`src/rtl/mem_arb_pkg.sv`:
```
// Shared types and defaults for the unified-memory port arbiter.
package mem_arb_pkg;

  typedef enum logic [1:0] {
    IDLE,
    IF_BUSY,
    DM_BUSY,
    DONE
  } arb_state_e;

  typedef enum logic {
    REQ_IF,
    REQ_DM
  } req_id_e;

  localparam int DEFAULT_MAX_STREAK = 4;
  localparam int DEFAULT_TIMEOUT    = 64;

endpackage

```
`src/rtl/mem_arb_pick.sv`:
```
// Combinational grant selector: DM wins unless IF has waited through MAX_STREAK DM grants.
module mem_arb_pick
  import mem_arb_pkg::*;
#(
  parameter int MAX_STREAK = DEFAULT_MAX_STREAK,
  parameter int SW         = $clog2(MAX_STREAK + 1)
) (
  input  logic          if_req_i,
  input  logic          dm_req_i,
  input  logic [SW-1:0] streak_i,
  output logic          grant_valid_o,
  output req_id_e       grant_id_o
);

  logic forceIf;

  always_comb begin
    forceIf       = if_req_i & (streak_i == SW'(MAX_STREAK));
    grant_valid_o = if_req_i | dm_req_i;
    grant_id_o    = (dm_req_i & ~forceIf) ? REQ_DM : REQ_IF;
  end

endmodule

```
`src/rtl/mem_port_arbiter.sv`:
```
// Shares one single-ported memory between instruction fetch (read-only) and data memory.
module mem_port_arbiter
  import mem_arb_pkg::*;
#(
  parameter int AW         = 32,
  parameter int DW         = 32,
  parameter int MAX_STREAK = DEFAULT_MAX_STREAK,
  parameter int TIMEOUT    = DEFAULT_TIMEOUT
) (
  input  logic          clk_i,
  input  logic          rst_i,
  input  logic          if_req_i,
  input  logic [AW-1:0] if_addr_i,
  output logic [DW-1:0] if_rdata_o,
  output logic          if_ack_o,
  input  logic          dm_req_i,
  input  logic          dm_we_i,
  input  logic [AW-1:0] dm_addr_i,
  input  logic [DW-1:0] dm_wdata_i,
  output logic [DW-1:0] dm_rdata_o,
  output logic          dm_ack_o,
  output logic          mem_req_o,
  output logic          mem_we_o,
  output logic [AW-1:0] mem_addr_o,
  output logic [DW-1:0] mem_wdata_o,
  input  logic [DW-1:0] mem_rdata_i,
  input  logic          mem_ready_i,
  output logic          err_o,
  output logic          busy_o
);

  localparam int SW = $clog2(MAX_STREAK + 1);
  localparam int TW = $clog2(TIMEOUT);

  arb_state_e    state_q, state_d;
  logic [SW-1:0] streak_q, streak_d;
  logic [TW-1:0] timer_q, timer_d;
  logic          mem_req_q, mem_req_d;
  logic          mem_we_q, mem_we_d;
  logic [AW-1:0] mem_addr_q, mem_addr_d;
  logic [DW-1:0] mem_wdata_q, mem_wdata_d;
  logic [DW-1:0] if_rdata_q, if_rdata_d;
  logic [DW-1:0] dm_rdata_q, dm_rdata_d;
  logic          if_ack_q, if_ack_d;
  logic          dm_ack_q, dm_ack_d;
  logic          err_q, err_d;

  logic    grantValid;
  req_id_e grantId;

  mem_arb_pick #(
    .MAX_STREAK (MAX_STREAK),
    .SW         (SW)
  ) u_pick (
    .if_req_i      (if_req_i),
    .dm_req_i      (dm_req_i),
    .streak_i      (streak_q),
    .grant_valid_o (grantValid),
    .grant_id_o    (grantId)
  );

  always_ff @(posedge clk_i or negedge rst_i) begin
    if (!rst_i) begin
      state_q     <= IDLE;
      streak_q    <= '0;
      timer_q     <= '0;
      mem_req_q   <= 1'b0;
      mem_we_q    <= 1'b0;
      mem_addr_q  <= '0;
      mem_wdata_q <= '0;
      if_rdata_q  <= '0;
      dm_rdata_q  <= '0;
      if_ack_q    <= 1'b0;
      dm_ack_q    <= 1'b0;
      err_q       <= 1'b0;
    end else begin
      state_q     <= state_d;
      streak_q    <= streak_d;
      timer_q     <= timer_d;
      mem_req_q   <= mem_req_d;
      mem_we_q    <= mem_we_d;
      mem_addr_q  <= mem_addr_d;
      mem_wdata_q <= mem_wdata_d;
      if_rdata_q  <= if_rdata_d;
      dm_rdata_q  <= dm_rdata_d;
      if_ack_q    <= if_ack_d;
      dm_ack_q    <= dm_ack_d;
      err_q       <= err_d;
    end
  end

  always_comb begin
    state_d     = state_q;
    streak_d    = streak_q;
    timer_d     = timer_q;
    mem_req_d   = mem_req_q;
    mem_we_d    = mem_we_q;
    mem_addr_d  = mem_addr_q;
    mem_wdata_d = mem_wdata_q;
    if_rdata_d  = if_rdata_q;
    dm_rdata_d  = dm_rdata_q;
    if_ack_d    = 1'b0;
    dm_ack_d    = 1'b0;
    err_d       = 1'b0;

    unique case (state_q)
      IDLE: begin
        if (grantValid) begin
          mem_req_d = 1'b1;
          timer_d   = '0;
          if (grantId == REQ_DM) begin
            state_d     = DM_BUSY;
            mem_we_d    = dm_we_i;
            mem_addr_d  = dm_addr_i;
            mem_wdata_d = dm_wdata_i;
            if (if_req_i && (streak_q != SW'(MAX_STREAK))) begin
              streak_d = streak_q + SW'(1);
            end
          end else begin
            state_d     = IF_BUSY;
            mem_we_d    = 1'b0;
            mem_addr_d  = if_addr_i;
            mem_wdata_d = '0;
            streak_d    = '0;
          end
        end
      end

      IF_BUSY, DM_BUSY: begin
        // Ready has precedence over an expiring timer in the same cycle.
        if (mem_ready_i || (timer_q == TW'(TIMEOUT - 1))) begin
          state_d   = DONE;
          mem_req_d = 1'b0;
          err_d     = ~mem_ready_i;
          if (state_q == IF_BUSY) begin
            if_ack_d   = 1'b1;
            if_rdata_d = mem_ready_i ? mem_rdata_i : '0;
          end else begin
            dm_ack_d   = 1'b1;
            dm_rdata_d = (mem_ready_i && !mem_we_q) ? mem_rdata_i : '0;
          end
        end else begin
          timer_d = timer_q + TW'(1);
        end
      end

      DONE: state_d = IDLE;

      default: state_d = IDLE;
    endcase
  end

  assign mem_req_o   = mem_req_q;
  assign mem_we_o    = mem_we_q;
  assign mem_addr_o  = mem_addr_q;
  assign mem_wdata_o = mem_wdata_q;
  assign if_rdata_o  = if_rdata_q;
  assign dm_rdata_o  = dm_rdata_q;
  assign if_ack_o    = if_ack_q;
  assign dm_ack_o    = dm_ack_q;
  assign err_o       = err_q;
  assign busy_o      = (state_q != IDLE);

endmodule

```
`config.mk`:
```
export PLATFORM = sky130hd
export DESIGN_NAME = mem_port_arbiter
export DESIGN_NICKNAME = d
export VERILOG_FILES = /design/src/rtl/mem_arb_pkg.sv /design/src/rtl/mem_arb_pick.sv /design/src/rtl/mem_port_arbiter.sv
export SDC_FILE = /design/constraint.sdc
export NUM_CORES = 1
export LEC_CHECK = 0
export CAP_MARGIN = 20
export CELL_PAD_IN_SITES_DETAIL_PLACEMENT = 0
export CELL_PAD_IN_SITES_GLOBAL_PLACEMENT = 1
export CORE_MARGIN = 2
export CORE_UTILIZATION = 31
export CTS_CLUSTER_SIZE = 8
export DETAILED_ROUTE_END_ITERATION = 12
export PLACE_DENSITY_LB_ADDON = 0.1
export SYNTH_ARGS = -nofsm -noshare
export SYNTH_HDL_FRONTEND = slang
export SYNTH_SLANG_ARGS = --single-unit
```
`constraint.sdc`:
```
create_clock -name clk_i -period 2.3 [get_ports clk_i]
set_input_delay 0.46 -clock clk_i [delete_from_list [all_inputs] [get_ports clk_i]]
set_output_delay 0.46 -clock clk_i [all_outputs]
set_load 0.02 [all_outputs]
```
* Word-level counts from Yosys, hierarchy flattened
Cells that the tools add are included.
** Word-level totals
- Latch bits :: 0
- Output and inout bits :: 134
- Word-level logic and storage cells :: 71
- RAM bits :: 0
- Bits in read-only memories :: 0
- Memories kept :: 0
- Bits in registers :: 144
- Bits of input ports :: 134
** Cells by class
- Mux-type cells :: 26
- Multipliers :: 0
- Bitwise operators :: 6
- Add/subtract/negate cells :: 2
- Order comparisons :: 0
- Shifts and indexed selects :: 0
- Reduce and logical (&&, ||, !) cells :: 15
- Div/mod/pow operators :: 0
- Equal/unequal tests :: 10
** Operator list (count)
- $mux 32 :: 4
- $reduce_and 3->1 :: 5
- $mux 1 :: 12
- $mux 6 :: 2
- $pmux 6 s2 :: 1
- $add 6x1->6 const B :: 1
- $eq 6x6->1 const B :: 1
- $mux 2 :: 3
- $mux 3 :: 2
- $ne 2x2->1 const B :: 3
- $pmux 2 s3 :: 1
- $eq 2x2->1 const B :: 2
- $reduce_and 2->1 :: 2
- $reduce_bool 2->1 :: 2
- $add 3x1->3 const B :: 1
- $eq 3x3->1 const B :: 1
- $ne 3x3->1 const B :: 1
- $not 1->1 :: 3
- $and 1x1->1 :: 2
- $eq 2x1->1 const B :: 1
- $logic_and 1x1->1 :: 2
- $logic_not 2->1 :: 1
- $ne 2x1->1 const B :: 1
- $pmux 1 s2 :: 1
- 4 further kinds :: 4

* Longest topological paths before layout
Gate-level depths: netlist of run 1.
- Depth in word-level cells :: 8
- Gate-level depth with buffers :: 8

* By module
A second synthesis of run 1 with hierarchy kept.
** Unflattened totals
- Cells, all modules :: 514
- Area total of the unflattened synthesis :: 5900.7 um2
** Modules (own cells, without submodules)
- mem_port_arbiter :: instances 1, area each 5881.9 um2, seq. area each 3603.5 um2, cells each 511
- mem_arb_pick :: instances 1, area each 18.8 um2, seq. area each 0.0 um2, cells each 3

* Least setup slack after synthesis of run 1
Ideal clock, no wire load.
- Kind :: reg-to-reg
- Start :: register state_q[0]
- End :: register timer_q[3]
- Period minus slack after synthesis :: 1.605 ns
- Stages on the path, launching flop included :: 7
- Arrival time :: 1.479 ns
- Required time :: 2.174 ns
- Path slack :: 0.695 ns
- Path buffers :: 0
- Path through :: dfrtp_1 -> inv_1 -> ha_1 -> or3b_4 -> o211a_2 -> a41oi_1 -> a21oi_1
** Between the ends
- Longest elaborated chain between the ends :: 4
- Elaborated cells on any way between the ends :: 9
- Those cells by class :: eq/ne: 4; mux: 1; reduce/logical: 4
** Ends and longest elaborated chain
- start: declaration :: RTL line mem_port_arbiter.sv:35 : arb_state_e state_q, state_d;
- start signal: assignment :: RTL line mem_port_arbiter.sv:77 : state_q <= state_d;
- $eq 2x1->1 / $eq 2x2->1 (equally long branches) :: RTL line mem_port_arbiter.sv:106 : unique case (state_q)
- $reduce_or 2->1 :: RTL line mem_port_arbiter.sv:106
- $ne 2x2->1 (no source line) / $reduce_bool 2->1 (equally long branches)
- $reduce_and 3->1 (no source line)
- end signal: assignment :: RTL line mem_port_arbiter.sv:79 : timer_q <= timer_d;
- end: declaration :: RTL line mem_port_arbiter.sv:37 : logic [TW-1:0] timer_q, timer_d;
Parallel ways exist; a longest one is shown, timed or not.
A chain may end at the register's enable or synchronous reset.

* Worst setup path after layout of run 1
- Start :: register state_q[0]
- End :: output port busy_o
** Between the ends
- Longest elaborated chain between the ends :: 1
** Ends and longest elaborated chain
- $reduce_bool 2->1 :: RTL line mem_port_arbiter.sv:162 : assign busy_o = (state_q != IDLE);
- end: declaration :: RTL line mem_port_arbiter.sv:29 : output logic busy_o
Every way passes these cells.

==> key figures, run 1 <==
Synthesis
  • Post-synth top flop: dfrtp_1
  • Yosys warns: 0
  • Mux cell area share after synthesis: 6.06%
  • Syn nets: 655
  • Cell taking the most area after synthesis: dfrtp_1
  • Combinational family with the most area after synthesis: compound AO/OA/AOI/OAI gates
  • Fraction of registers with async set/reset: 100%
  • Post-Synthesis Cells: 515
  • FF+latch count, synth: 144
  • Number of enable flip-flop cells after synthesis: 0
  • Post-Synth Simple-Gate Area: 9.81%
  • Largest cells by area after synthesis: dfrtp_1 60%, a22o_1 9.4%, nand2_1 6.7%
  • Post-Syn Area: 5970 sq um
  • Sequential area share after synthesis: 60.4%
  • Adder-cell share of the synthesized area: 1.26%
  • Syn Area/Cell: 11.6 sq um
  • Cell with the most instances after synthesis: dfrtp_1
  • Yosys cell types: 40
  • Post-synth top cells: 144 x dfrtp_1, 107 x nand2_1, 64 x a22o_1
  • Xor and xnor area share after synthesis: 0.147%
  • Post-synth top area share: 60.4%
  • Complex-gate fraction of the synthesized area: 17.7%

Detailed routing
  • Via count: 4913
  • Via density: 4.78
  • Total Routed Length: 17.8 mm
  • DR iter-0 viols: 198
  • Residual DRC: 0
  • DRT antenna net count: 0
  • Routed wire length per instance: 17.3 microns
  • DR pass1 iterations: 4

Global routing
  • First-pass GRT wire length: 27.7 mm
  • Met3 Use GR: 7.34%
  • Initial antenna violation count: 0
  • GR met1 Demand/Resource: 21.6%
  • Met2 Use GR: 28.3%
  • Largest net degree at the start of global routing: 85
  • Grt total ovfl: 0
  • Number of global-route vias before repair: 5057
  • GRT Max-Usage Layer: met2
  • Total GRT Usage: 17.6%

Placement
  • PortBufs: 267
  • Place WS: 0.192 ns
  • DP HPWL: 12.6 mm
  • Placed instance area: 8940 sq um
  • Routability-driven placement congestion ratio: 0.776

Timing
  • Setup Viol. Count Final: 0
  • Slew HR: 61.6%
  • FMAX: 475 MHz
  • Tcrit/Tclk final: 91.6%
  • Slew @ Worst Pin: 0.577 ns
  • Worst Setup Slack, final: 0.194 ns
  • Worst Skew: 0.00730 ns
  • TNS Setup: 0 ns
  • Final hold vios: 0
  • Slew Viols, Final: 0
  • Unrepaired setup endpoints after global routing: false
  • Fin crit period: 2.11 ns

Critical path
  • Critical Path End Type: output pin
  • Worst EP arrival: 1.65 ns
  • Worst Setup Start Kind: flip-flop
  • R2r worst-path depth: 7
  • R2r startpoint: state_q[0]
  • Worst path required time: 1.84 ns
  • Critical path class: flip-flop to output pin
  • R2R setup slack: 0.36 ns
  • R2R Path End: dm_rdata_o[20]
  • Crit-path max FO: 5

Run
  • Max-cap violation count: 0

Clock tree
  • CTS max path bufs: 2
  • CTS sink count: 144
  • CTS root buf: clkbuf_16
  • CTS tree: built
  • TritonCTS Buffers: 17
  • CTS clk-pin slew, worst paths: 0.06 ns
  • Post-CTS Hold Buffers: 0
  • Worst skew pair latency: 0.41 ns
  • H-tree depth: 4

Final layout
  • Post-layout util: 51.1%
  • Final #Nets: 921
  • Post-route cell area: 9590 sq um
  • Layout cells sized above 1: 7.81%
  • Diode count: 0
  • Filler cells: 1714
  • Area Overhead vs Synth: 60.6%

Die
  • Vert. Die Dim: 143 microns
  • Row cnt: 50
  • Full die area: 20400 sq um
  • IO Pins: 268
  • Placeable core area: 18800 sq um
  • Initial Util: 31.8%
  • Die X-Extent: 143 microns

Worst hold path
  • Worst Hold Class: primary input to asynchronous set/reset pin

Power
  • Pwr/cell area: 1440 nW/um^2
  • Worst VDD drop: 0.000587 V
  • Pleak: 4.22 nW
  • Tot Pwr: 13.8 mW

Outcome
  • Status: finished, final reports clean
[layer usage]
| layer | vias up | share of wire, % |
|---|---|---|
| met4 | 0 | 1.5 |
| li1 | 2352 | - |
| met5 | - | 0 |
| met1 | 2344 | 42 |
| met3 | 15 | 9.3 |
| met2 | 202 | 47 |
[power by group]
group | total [mW] | internal [mW] | switching (mW)
registers | 4.27 | 3.65 | 0.626
clock network | 3.00 | 1.86 | 1.13
logic | 6.57 | 3.15 | 3.42
[critical path, stage by stage, from the launching register on]
cell	delay, ns
dfrtp_1	0.39
inv_1	0.11
ha_1	0.29
inv_1	0.12
dlygate4sd2_1	0.34
[state kept, by name, indices dropped and copies added (netlist names)]
register,count
dm_ack_o,1
if_rdata_o,32
dm_rdata_o,32
mem_we_o,1
timer_q,6
mem_wdata_o,32
err_o,1
streak_q,3
state_q,2
mem_addr_o,32
mem_req_o,1
if_ack_o,1
[final cells by class]
type	instances	area (sq um)	share of cell area (%)
Clock buffer	18	439	4.58
Clock inverter	14	203	2.11
Inverter	9	33.8	0.352
Multi-Input combinational cell	327	2100	21.9
Sequential cell	144	3600	37.6
Tap cell	234	293	3.05
Timing Repair Buffer	282	2910	30.4
[per-stage QoR]
stage | std cells | hold WS (ns)
global placement | 996 | 0.461
CTS | 1028 | 0.0363
detailed placement | 996 | 0.469
global route | 1028 | 0.0504
floorplan | 515 | 0.164
finish | 1028 | 0.0250
[placed cells by master, fill, tap and decap left out, types with 2 or more instances in the layout]
cell             instances
o21ai_2                  2
inv_6                    4
bufinv_16                4
a22o_1                  64
nor3b_1                  2
ha_1                     6
a21oi_1                  5
nor3_1                   3
clkinv_4                 4
buf_4                    5
mux2i_1                 35
clkdlybuf4s50_1        265
nand2_1                107
nand3_1                  5
nor2_1                   4
inv_1                    9
o21ai_0                 43
buf_12                  10
a21o_1                   2
o2bb2ai_1                3
o21ai_1                 26
dfrtp_1                144
clkbuf_16               17
[worst max path at each step]
stage                          start         end
after floorplan           state_q[0]  timer_q[3]
after global placement      dm_req_i  timer_q[3]
after global routing      state_q[0]      busy_o
final                     state_q[0]      busy_o
after detailed placement    dm_req_i  timer_q[3]
after CTS                 state_q[0]      busy_o
[kinds of logic (layout without fill, tap and decap cells)]
logic type,after synthesis,in the layout
simple gates,133,133
flops,144,144
compound gates,151,151
xor+xnor,1,1
mux,36,36
fa+ha+maj,6,6
buf+inv,44,323
[what timing repair did]
action	4_1_cts	5_1_grt
setup endpoints to repair	1	0
setup buffers	0	0
resized for setup	1	0
Power figures use the tool's default switching activity.
==> inputs of run 2 (changes only) <==
CORE_MARGIN = unset   (was 2)
==> run 2 against run 1 <==
Effect of this change:
- global-route usage grew 0.61 points
- via count shrank 0.51%
- first-iteration DRC count shrank 29%
- setup slack lost 0.039 ns
- utilization shrank 0.073 points
- largest cell class unchanged
- hold slack gained 0.45 ns
- count of clock-buffer cells in the layout is the same
==> key figures, run 2 (same netlist as run 1, synthesis figures left out) <==
Critical path
  • Critical path class: flip-flop to output pin
  • Critical Path End Type: output pin
  • Worst path required time: 1.84 ns
  • Worst EP arrival: 1.69 ns
  • Crit-path max FO: 5
  • Worst Setup Start Kind: flip-flop

Die
  • Row cnt: 50
  • Initial Util: 31.8%
  • Die X-Extent: 141 microns
  • IO Pins: 268
  • Placeable core area: 18800 sq um
  • Vert. Die Dim: 141 microns
  • Full die area: 19800 sq um

Final layout
  • Final #Nets: 922
  • Final Non-Filler Cells: 1029
  • Post-route cell area: 9570 sq um
  • Area Overhead vs Synth: 60.4%
  • Register Area: 3600 sq um
  • Most common cell after layout, fill and taps aside: clkdlybuf4s50_1
  • Post-layout util: 51.0%
  • Filler cells: 1704
  • Multi-input gate area: 2110 sq um
  • Layout cells sized above 1: 7.67%
  • Diode count: 0
  • Commonest cells after routing, fill and taps aside: 265 x clkdlybuf4s50_1, 144 x dfrtp_1, 107 x nand2_1

Clock tree
  • CTS clk-pin slew, worst paths: 0.06 ns
  • TritonCTS Buffers: 17
  • Worst skew pair latency: 0.42 ns
  • CTS max path bufs: 2
  • CTS sink count: 144
  • CTS root buf: clkbuf_16
  • Setup Buffers After CTS: 0
  • H-tree depth: 4
  • CTS tree: built

Detailed routing
  • Total Routed Length: 17.6 mm
  • DRT antenna net count: 0
  • Via count: 4888
  • Routed wire length per instance: 17.1 microns
  • Residual DRC: 0
  • DR pass1 iterations: 4
  • Via density: 4.75
  • DR iter-0 viols: 141

Global routing
  • Number of global-route vias before repair: 5019
  • First-pass GRT wire length: 27.8 mm
  • Initial antenna violation count: 0
  • Total GRT Usage: 18.2%
  • Largest net degree at the start of global routing: 80
  • Grt total ovfl: 0

Timing
  • Slew HR: 71.3%
  • TNS Setup: 0 ns
  • Fin crit period: 2.15 ns
  • Unrepaired setup endpoints after global routing: false
  • Worst Skew: 0.0101 ns
  • Slew @ Worst Pin: 0.431 ns
  • WHS: 0.476 ns
  • Slew Viols, Final: 0
  • FMAX: 466 MHz
  • Final hold vios: 0
  • Tcrit/Tclk final: 93.3%
  • Setup Viol. Count Final: 0

Power
  • Pleak: 4.22 nW
  • Pwr/cell area: 1440 nW/um^2
  • Worst VDD drop: 0.000540 V

Outcome
  • Status: finished, final reports clean

Worst hold path
  • Worst Hold Class: flip-flop to flip-flop

Run
  • Max-cap violation count: 0

Placement
  • DP HPWL: 12.2 mm
  • PortBufs: 267
  • Placed instance count: 996
  • Placed instance area: 8930 sq um
  • Routability-driven placement congestion ratio: 0.709
-- run 2: changes by cell type in the layout (fill, tap and decap cells not counted), sizes merged --
cell         delta
dlygate4sd3     +1
clkinvlp        -1
clkinv          +1
-- run 2: worst max-delay path, cell delays in order, from the launching register on --
cell           delay (ns)
dfrtp_1              0.38
inv_1                0.11
ha_1                 0.30
inv_1                0.15
dlygate4sd2_1        0.34
-- run 2: worst paths after layout --
path / start / end / slack (ns) / cells after the start
setup reg to reg: state_q[0] / dm_rdata_o[13] / 0.39 / 7
setup / recovery: state_q[0] / busy_o / 0.15 / 4
max in group asynchronous: rst_i / if_rdata_o[0] / 1.13 / 3
min in group asynchronous: rst_i / dm_rdata_o[10] / 0.53 / 2
hold reg to reg: mem_wdata_o[3] / mem_wdata_o[3] / 0.48 / 2
hold / removal: mem_wdata_o[3] / mem_wdata_o[3] / 0.48 / 2
-- run 2: final cells by class --
cell class / count / area share (%)
clock buffer: 18 / 4.48
timing repair buffer: 283 / 30.2
multi-input combinational: 327 / 22.1
sequential: 144 / 37.6
clock inverter: 14 / 2.13
inverter: 9 / 0.353
tap: 234 / 3.06
-- run 2: report_power, final --
part / switching, mW / internal, mW
Clock: 1.13 / 1.84
Sequential: 0.614 / 3.65
Combinational: 3.42 / 3.14
-- run 2: what timing repair did --
action,in CTS,in global routing
resized for setup,1,0
hold buffers,1,0
setup endpoints to repair,1,0
hold endpoints to repair,37,0
-- run 2: per-stage QoR --
stage               worst slack (ns)  total power, mW
global placement               0.326             10.8
detailed placement             0.296             10.9
finish                         0.155             13.8
floorplan                      0.695             7.78
CTS                            0.114             14.0
global route                 0.00867             14.6
-- run 2: layer usage --
layer  vias up  wire [microns]  global-route usage, %
li1       2354               -                      -
met1      2338            7620                   22.7
met2       182            8240                   29.1
met3        14            1530                   6.90
met4         0             193                   6.01
met5         -               0                      0
==> variant (config.mk and constraints of run 1) <==
Change the package constant `DEFAULT_TIMEOUT` from 64 to 128.
--- a/src/rtl/mem_arb_pkg.sv
+++ b/src/rtl/mem_arb_pkg.sv
@@ -16,3 +16,3 @@
   localparam int DEFAULT_MAX_STREAK = 4;
-  localparam int DEFAULT_TIMEOUT    = 64;
+  localparam int DEFAULT_TIMEOUT    = 128;
 
Behaviour: no difference found for any inputs over 4 cycles, from zero or initial values and one cycle with rst_i low; that may be too few to reach the edited logic, so the function may still have changed.
==> variant against run 1 <==
Sequential cell count is 1 higher. Wire length is 1.2% lower. Synthesized area is 1.5% lower. Total power is 1.6% lower. Worst setup slack better by 0.0044 ns. Design area is 0.91% lower. Combinational power is 0.8% higher. Clock skew is 0.0035 ns higher. Critical endpoint unchanged. Largest power group unchanged.
==> variant: results (changes against run 1) <==
All-Layer GR Usage: 17.5% (-0.080 points)
Register area share after synthesis: 61.7% (+1.3 points)
Fin Hold WS: 0.481 ns (+0.456 ns)
# diodes: 0 (unchanged)
Final GP Congestion: 0.784 (+1.0%)
Class of the most critical hold timing path: flip-flop to flip-flop
First-pass GRT wire length: 27,400 um (-0.95%)
GR Layer Usage met1: 20.5% (-1.1 points)
Synth Area in Compound Gates: 17.6% (-0.14 points)
Cells after synthesis: 523 (+1.6%)
Largest net degree at the start of global routing: 60 (-29%)
R2R depth: 6 (-1)
Post-synthesis adder-cell area fraction: 1.28% (+0.019 points)
Yosys cell types: 34 (-15%)
Filler cells: 1,686 (-1.6%)
Dpl cells: 1,003 (+0.70%)
Pwr per Cell Area: 1430 mW/mm2 (-0.68%)
Routed length on met2: 8300 um (-0.22%)
M1 wire length: 7270 um (-3.4%)
Clock skew: 0.0108 ns (+0.00353 ns)
Nets: 929 (+0.87%)
Maximum VDD drop: 0.000576 V (-1.8%)
RR Endpoint: timer_q[2]$_DFFE_PN0P_
Placed wire-length estimate: 12,400 um (-0.98%)
Routed vias/inst: 4.83 (+0.96%)
Post-CTS Hold Fix Bufs: 1 (+1)
Routed length on met3: 1600 um (-3.0%)
Status: finished, final reports clean
Fraction of layout cells with a size suffix above 1: 7.36% (-0.45 points)
H-tree depth: 4 (unchanged)
Post-synth top cells: dfrtp_1 (145), nand2_1 (114), o21ai_1 (65)
Vias in the first global route: 5,198 (+2.8%)
Leak: 4.18 nW (-1.0%)
Syn Nets: 663 (+1.2%)
Post_cts resized: 1 (unchanged)
XOR/XNOR Fraction of Synth Area: 0% (-0.15 points)
Area after DPL: 0.00892 mm2 (-0.28%)
Initial DRC count: 201 (+1.5%)
Wirelength per Cell: 16.9 um (-1.9%)
Slowest-stage cell, CP: dfrtp_1
CP delay by family, top: buffers and inverters
Pre-CTS setup slack: 0.0848 ns (-0.107 ns)
Grt met3 use: 6.78% (-0.56 points)
Met2 usage: 28.7% (+0.45 points)
Routed vias: 4,999 (+1.8%)
Worst-margin pin slew: 0.457 ns (-0.119 ns)
WHS Path Cells: 2
Multiplexer share of the synthesized area: 5.83% (-0.23 points)
Port-buffer cells: 267 (unchanged)
Async SR Flop Fraction: 100% (unchanged)
Minimum clock period: 2.10 ns (-0.00440 ns)
FF-to-FF setup slack: 0.34 ns (-0.02 ns)
CTS buffer count: 17 (unchanged)
Data arrival, critical path: 1.64 ns
Synth top area cells: dfrtp_1 (62%), a22o_1 (9.5%), nand2_1 (7.3%), o21ai_1 (5.5%), mux2i_1 (5.4%)
variant: cell count changes in the layout (fill, tap and decap cells not counted), sizes merged, moves of 3 or more:
cell and delta:
a31oi +3, bufinv -3, o2bb2ai -3, nor3 -3
inv +7, mux2i -3, nand2 +5, o21ai +5
variant: kinds of logic (layout without fill, tap and decap cells):
family,Yosys count,count (layout)
buffers and inverters,47,326
adders and majority gates,6,6
DFF,145,145
muxes,34,34
AOI/OAI and AO/OA,153,153
and+or+nand+nor,138,138
variant: cell type report:
cell class | instances | share of cell area (%)
clock buffers | 17 | 4.48
multi-input cells | 331 | 21.8
inverters | 11 | 0.435
repair buffers | 283 | 30.5
clock inverters | 15 | 1.51
well taps | 234 | 3.08
flip-flops and latches | 145 | 38.2
variant: report_power, final:
group | total (mW) | internal [mW] | switching, mW
Sequential | 4.32 | 3.69 | 0.637
Clock | 2.67 | 1.52 | 1.15
Combinational | 6.62 | 3.16 | 3.46
Total | 13.6 | 8.37 | 5.25
